$ cat src/rtl/mem_dbus.sv
// Memory-stage data-bus unit: issues loads/stores on a single-beat bus and stalls the pipeline until the ack.
// Optional feature: define ALIGN_CHECK_EN to trap misaligned half/word accesses instead of ignoring low address bits.
module mem_dbus (
    input  logic        clk,
    input  logic        rst,
    input  logic        mem_wreg_i,
    input  logic [4:0]  mem_wd_i,
    input  logic [31:0] mem_wdata_i,
    input  logic [7:0]  mem_aluop_i,
    input  logic [31:0] mem_addr_i,
    input  logic [31:0] mem_reg2_i,
    output logic        dbus_req,
    output logic        dbus_we,
    output logic [31:0] dbus_addr,
    output logic [3:0]  dbus_sel,
    output logic [31:0] dbus_wdata,
    input  logic [31:0] dbus_rdata,
    input  logic        dbus_ack,
    output logic        wb_wreg,
    output logic [4:0]  wb_wd,
    output logic [31:0] wb_wdata,
    output logic        stallreq,
    output logic        exc_misalign
);

    localparam logic [7:0] OP_LB  = 8'hE0;
    localparam logic [7:0] OP_LH  = 8'hE1;
    localparam logic [7:0] OP_LW  = 8'hE3;
    localparam logic [7:0] OP_LBU = 8'hE4;
    localparam logic [7:0] OP_LHU = 8'hE5;
    localparam logic [7:0] OP_SB  = 8'hE8;
    localparam logic [7:0] OP_SH  = 8'hE9;
    localparam logic [7:0] OP_SW  = 8'hEB;

    typedef enum logic [1:0] {IDLE, BUSY, DONE} state_t;
    typedef enum logic [1:0] {SZ_B, SZ_H, SZ_W} size_t;

    state_t      state, state_nx;
    size_t       size, ld_size;
    logic        is_mem, misalign_trap, issue;
    logic [1:0]  off, ld_off;
    logic [3:0]  sel;
    logic [31:0] st_data, load_data;
    logic        ld_unsigned;
    logic [7:0]  lane_b;
    logic [15:0] lane_h;

    // NOTE: every signal written here gets a default first, so no path leaves it unassigned and no latch is inferred.
    always_comb begin : decode
        is_mem  = 1'b1;
        size    = SZ_W;
        case (mem_aluop_i)
            OP_LB, OP_LBU, OP_SB: size = SZ_B;
            OP_LH, OP_LHU, OP_SH: size = SZ_H;
            OP_LW, OP_SW:         size = SZ_W;
            default:              is_mem = 1'b0;
        endcase

        off     = mem_addr_i[1:0];
        sel     = 4'b1111;
        st_data = mem_reg2_i;
        // Big-endian lanes: offset 0 is the most significant byte.
        case (size)
            SZ_B: begin
                sel     = 4'b1000 >> off;
                st_data = {4{mem_reg2_i[7:0]}};
            end
            SZ_H: begin
                off[0]  = 1'b0;
                sel     = off[1] ? 4'b0011 : 4'b1100;
                st_data = {2{mem_reg2_i[15:0]}};
            end
            default: off = 2'b00;
        endcase
    end

`ifdef ALIGN_CHECK_EN
    assign misalign_trap = is_mem &&
                           (((size == SZ_H) && mem_addr_i[0]) ||
                            ((size == SZ_W) && (mem_addr_i[1:0] != 2'b00)));
`else
    assign misalign_trap = 1'b0;
`endif

    // NOTE: sequential state uses non-blocking assignments so every register samples pre-edge values.
    always_ff @(posedge clk) begin
        if (rst) state <= IDLE;
        else     state <= state_nx;
    end

    always_comb begin : next_state
        state_nx = state;
        case (state)
            IDLE:    if (is_mem) state_nx = misalign_trap ? DONE : BUSY;
            BUSY:    if (dbus_ack) state_nx = DONE;
            DONE:    state_nx = IDLE;
            default: state_nx = IDLE;
        endcase
    end

    always_comb begin : fsm_outputs
        stallreq = 1'b0;
        issue    = 1'b0;
        if (!rst) begin
            case (state)
                IDLE: begin
                    issue    = is_mem && !misalign_trap;
                    stallreq = issue;
                end
                BUSY:    stallreq = 1'b1;
                default: stallreq = 1'b0;
            endcase
        end
    end

    always_comb begin : load_extract
        case (ld_off)
            2'd0:    lane_b = dbus_rdata[31:24];
            2'd1:    lane_b = dbus_rdata[23:16];
            2'd2:    lane_b = dbus_rdata[15:8];
            default: lane_b = dbus_rdata[7:0];
        endcase
        lane_h = ld_off[1] ? dbus_rdata[15:0] : dbus_rdata[31:16];
        case (ld_size)
            SZ_B:    load_data = ld_unsigned ? {24'h0, lane_b} : {{24{lane_b[7]}}, lane_b};
            SZ_H:    load_data = ld_unsigned ? {16'h0, lane_h} : {{16{lane_h[15]}}, lane_h};
            default: load_data = dbus_rdata;
        endcase
    end

    always_ff @(posedge clk) begin : datapath
        if (rst) begin
            dbus_req     <= 1'b0;
            dbus_we      <= 1'b0;
            dbus_addr    <= 32'h0;
            dbus_sel     <= 4'h0;
            dbus_wdata   <= 32'h0;
            wb_wreg      <= 1'b0;
            wb_wd        <= 5'h0;
            wb_wdata     <= 32'h0;
            exc_misalign <= 1'b0;
            ld_size      <= SZ_W;
            ld_off       <= 2'b00;
            ld_unsigned  <= 1'b0;
        end else begin
            exc_misalign <= 1'b0;
            case (state)
                IDLE: begin
                    if (!is_mem) begin
                        wb_wreg  <= mem_wreg_i;
                        wb_wd    <= mem_wd_i;
                        wb_wdata <= mem_wdata_i;
                    end else begin
                        wb_wreg      <= 1'b0;
                        exc_misalign <= misalign_trap;
                    end
                    if (issue) begin
                        dbus_req    <= 1'b1;
                        dbus_we     <= mem_aluop_i[3];
                        dbus_addr   <= {mem_addr_i[31:2], 2'b00};
                        dbus_sel    <= sel;
                        dbus_wdata  <= st_data;
                        ld_size     <= size;
                        ld_off      <= off;
                        ld_unsigned <= mem_aluop_i[2];
                    end
                end
                BUSY: begin
                    wb_wreg <= 1'b0;
                    if (dbus_ack) begin
                        dbus_req <= 1'b0;
                        dbus_we  <= 1'b0;
                        // dbus_we still marks the access type here: only loads write back.
                        if (!dbus_we) begin
                            wb_wreg  <= mem_wreg_i;
                            wb_wd    <= mem_wd_i;
                            wb_wdata <= load_data;
                        end
                    end
                end
                default: wb_wreg <= 1'b0;
            endcase
        end
    end

endmodule

$ cat config.mk
export PLATFORM = sky130hd
export DESIGN_NAME = mem_dbus
export DESIGN_NICKNAME = d
export VERILOG_FILES = /design/src/rtl/mem_dbus.sv
export SDC_FILE = /design/constraint.sdc
export NUM_CORES = 1
export LEC_CHECK = 0
export BUFFER_PORTS_ARGS = -buffer_cell sky130_fd_sc_hd__buf_2
export CORE_MARGIN = 10
export CORE_UTILIZATION = 50
export DETAILED_ROUTE_END_ITERATION = 8
export PLACE_DENSITY = 0.93
export SLEW_MARGIN = 20
export SYNTH_ARGS = -nofsm -noshare
export SYNTH_HDL_FRONTEND = slang
export SYNTH_SLANG_ARGS = --single-unit
$ cat constraint.sdc
create_clock -name clk -period 4.4 [get_ports clk]
set_input_delay 0.22 -clock clk [delete_from_list [all_inputs] [get_ports clk]]
set_output_delay 0.22 -clock clk [all_outputs]
set_load 0.05 [all_outputs]
==> summary.md <==
| Metric | Value |
|---|---|
| DRT antenna net count | `0` |
| Setup TNS | `0 ns` |
| Synth top area share | `42.9%` |
| PortBufs | `251` |
| Number of DRC markers in iteration 0 | `749` |
| Clk_lat worst skew | `0.51 ns` |
| Initial Util | `51.3%` |
| Seq/Total Area, Yosys | `42.9%` |
| Period utilization | `69.3%` |
| Syn-to-layout area delta | `46.9%` |
| Clock Skews | `0.0130 ns` |
| Cell taking the most area after synthesis | `dfxtp_1` |
| CP arrival | `3.43 ns` |
| Die Width | `123 um` |
| DP Worst Slack | `1.95 ns` |
| Total grt overflow | `0` |
| Final HPWL DP | `13500 um` |
| Die area | `0.0150 mm^2` |
| Compound-Gate Fraction of Synth Area | `28.2%` |
| Worst setup path category | `input pin to register` |
| Height of the die | `123 um` |
| Num CTS Buffers | `17` |
| Number of global-route vias before repair | `6026` |
| CTS-repair resized insts | `0` |
| Largest cells by area after synthesis | `dfxtp_1 (43%), nand2_1 (8.7%), a21oi_1 (8.3%)` |
| Worst min path class | `input pin to register` |
| DRC | `0` |
| Max cap viols | `0` |
| Multiplexer share of the synthesized area | `6.08%` |
| Final hold violations | `0` |
| Worst path cell trace | `dlygate4sd3_1 -> buf_2 -> o21a_1 -> nor3_4 -> a21boi_2 -> nor2_2 -> o2bb2ai_1 -> dlygate4sd3_1` |
| Share of cells above drive strength 1 | `32.8%` |
| Via count | `6123` |
| First-pass GRT wire length | `31800 um` |
| Fillcell total | `709` |
| Cts hold-fix bufs | `62` |
| Synth unique cells | `52` |
| Maximum number of pins on one net before global-route repair | `102` |
| Reg clk slew, reported paths | `0.06 ns` |
| Ys async rst share | `0%` |
| Yosys warnings | `0` |
| PwrDens | `367 mW/mm^2` |
| GRT Total Usage | `26.7%` |
| Clock root cell | `clkbuf_8` |
| Max_slew headroom | `23.8%` |
| Endpoints failing setup | `0` |
| Setup crit end kind | `register` |
| RSZ-0062 raised after global routing | `false` |
| # rows | `37` |
| Slowest CP cell | `a21boi_2` |
| Post-CTS setup buffer count | `0` |
| Worst setup margin | `1.35 ns` |
| Fin nets | `1061` |
| Critical Path RT | `4.78 ns` |
| Most used DFF post-synth | `dfxtp_1` |
| CP Max Fanout | `23` |
| Seq cells post-synth | `113` |
| Post-synthesis adder-cell area fraction | `0%` |
| Status | `finished, final reports clean` |
| Clock buffer depth | `2` |
| CP most frequent cell | `dlygate4sd3_1` |
| Avg WL per Cell | `19.5 um` |
| Core ar. | `0.0103 mm^2` |
| Post-Synth Simple-Gate Area | `17.0%` |
| Initial antenna violation count | `10` |
| TritonCTS clock tree | `built` |
| CP max stage delay | `0.86 ns` |
| Io pins | `255` |
| Max frequency | `0.328 GHz` |
| Syn Area/Cell | `8.28 um^2` |
| Number of synthesized flops with an enable pin | `0` |
| Largest family of logic cells by synthesized area | `compound AO/OA/AOI/OAI gates` |
| P_leak | `3.33 nW` |
| Final Wtd Congestion | `0.872` |
| Post-Route WL | `21000 um` |
| Max-slew violations | `0` |
| Measured slew at the worst slew-check pin | `1.14 ns` |
| Critical Path Source Type | `input pin` |
| Period minus WS final | `3.05 ns` |
| Mapped cell area | `0.00527 mm^2` |
| Post-Syn Instances | `636` |
| Via density | `5.70` |
| Most frequent cells after synthesis | `nand2_1 (122), dfxtp_1 (113), a21oi_1 (87), nor2_1 (42), a211oi_1 (40)` |
| Top Family by Delay on Critical Path | `compound AO/OA/AOI/OAI gates` |
| First-pass detailed-route iteration total | `5` |
| Crit path buf inv count | `3` |
| Max rail drop VDD | `263 uV` |
| H-tree depth | `4` |
| Most common cell in the netlist | `nand2_1` |
| Post-Synth XOR/XNOR Area | `0%` |
| CTS sink count | `113` |
-- routing by layer --
metal	part of all wire, %	routed length (um)	vias to the layer above	track usage (%)
li1	-	-	2846	-
met1	35	7430	2774	28.1
met2	49	10300	409	44.7
met3	11	2270	94	9.87
met4	4.7	986	0	16.3
met5	0	0	-	0
-- power breakdown --
part           leakage [nW]  internal [W]  switching (W)
combinational          2.12      0.000149       0.000268
sequential            0.922       0.00106      0.0000186
clock                 0.283      0.000828       0.000519
total                  3.33       0.00204       0.000806
-- path summary, 6_finish.rpt --
kind | cells past startpoint | start | to | slack, ns
max | 8 | mem_aluop_i[2] | wb_wdata[22] | 1.35
min | 3 | dbus_rdata[17] | wb_wdata[17] | 0.01
max reg2reg | 5 | state[0] | wb_wdata[22] | 1.35
min reg2reg | 2 | dbus_wdata[31] | dbus_wdata[31] | 0.45
-- placed cells by master (no fill, tap or decap), drive strengths merged, types with 2 or more instances in the layout --
| cell type | synthesis | layout |
|---|---|---|
| o21ai | 27 | 27 |
| clkinvlp | 0 | 2 |
| o22ai | 6 | 6 |
| nor2 | 43 | 43 |
| a21oi | 88 | 88 |
| inv | 4 | 8 |
| dfxtp | 113 | 113 |
| o2bb2ai | 16 | 16 |
| or2 | 2 | 2 |
| dlygate4sd3 | 0 | 62 |
| nand2b | 10 | 10 |
| clkbuf | 29 | 18 |
| or3 | 2 | 2 |
| nand4b | 2 | 2 |
| a211oi | 41 | 41 |
| o211ai | 13 | 13 |
| nor4 | 2 | 2 |
| nor2b | 2 | 2 |
| conb | 1 | 3 |
| a311oi | 8 | 8 |
| clkinv | 1 | 7 |
| o22a | 6 | 6 |
| nand2 | 122 | 122 |
| nor3 | 3 | 3 |
| buf | 31 | 257 |
| diode | 0 | 10 |
| o221ai | 2 | 2 |
| nand3 | 8 | 8 |
| a22oi | 9 | 9 |
| mux2i | 32 | 32 |
| bufinv | 0 | 2 |
-- sequential cells by signal, summed over array words and instances (netlist names), 2 cells and up --
signal and flops:
wb_wd 5, dbus_addr 30, ld_off 2, dbus_wdata 32
ld_size 2, wb_wdata 32, dbus_sel 4, state 2
-- worst min-delay path: cells and delay by family --
family | cells | cell delay, ns
buffers and inverters | 1 | 0.09
AOI/OAI and AO/OA | 2 | 0.17
-- stage by stage --
| stage | hold WS (ns) | utilization (%) | cell area, um^2 | power (W) | instances |
|---|---|---|---|---|---|
| 2_1_floorplan | 0.356 | - | 5280 | 0.00132 | 638 |
| 3_3_place_gp | 0.438 | 63.2 | 6490 | 0.00145 | 970 |
| 3_5_place_dp | 0.443 | 63.2 | 6490 | 0.00146 | 970 |
| 4_1_cts | 0.0000555 | 74.9 | 7700 | 0.00284 | 1064 |
| 5_1_grt | 0.00974 | 75.3 | 7740 | 0.00293 | 1075 |
| 6_report | 0.0148 | 75.3 | 7740 | 0.00284 | 1075 |
-- logic make-up after synthesis --
logic type,after synthesis
other,1
muxes,32
and+or+nand+nor,200
DFF,113
buffers and inverters,65
AOI/OAI and AO/OA,225
-- cell type report --
cell class / instances / area [um^2] / area share [%]
repair buffers: 319 / 1940 / 25.1
well taps: 136 / 170 / 2.20
inverters: 5 / 18.8 / 0.243
multi-input cells: 460 / 2740 / 35.3
clock inverters: 14 / 155 / 2.00
flip-flops and latches: 113 / 2260 / 29.2
clock buffers: 18 / 428 / 5.53
diodes: 10 / 25.0 / 0.323
(Power assumes the default switching activity.)
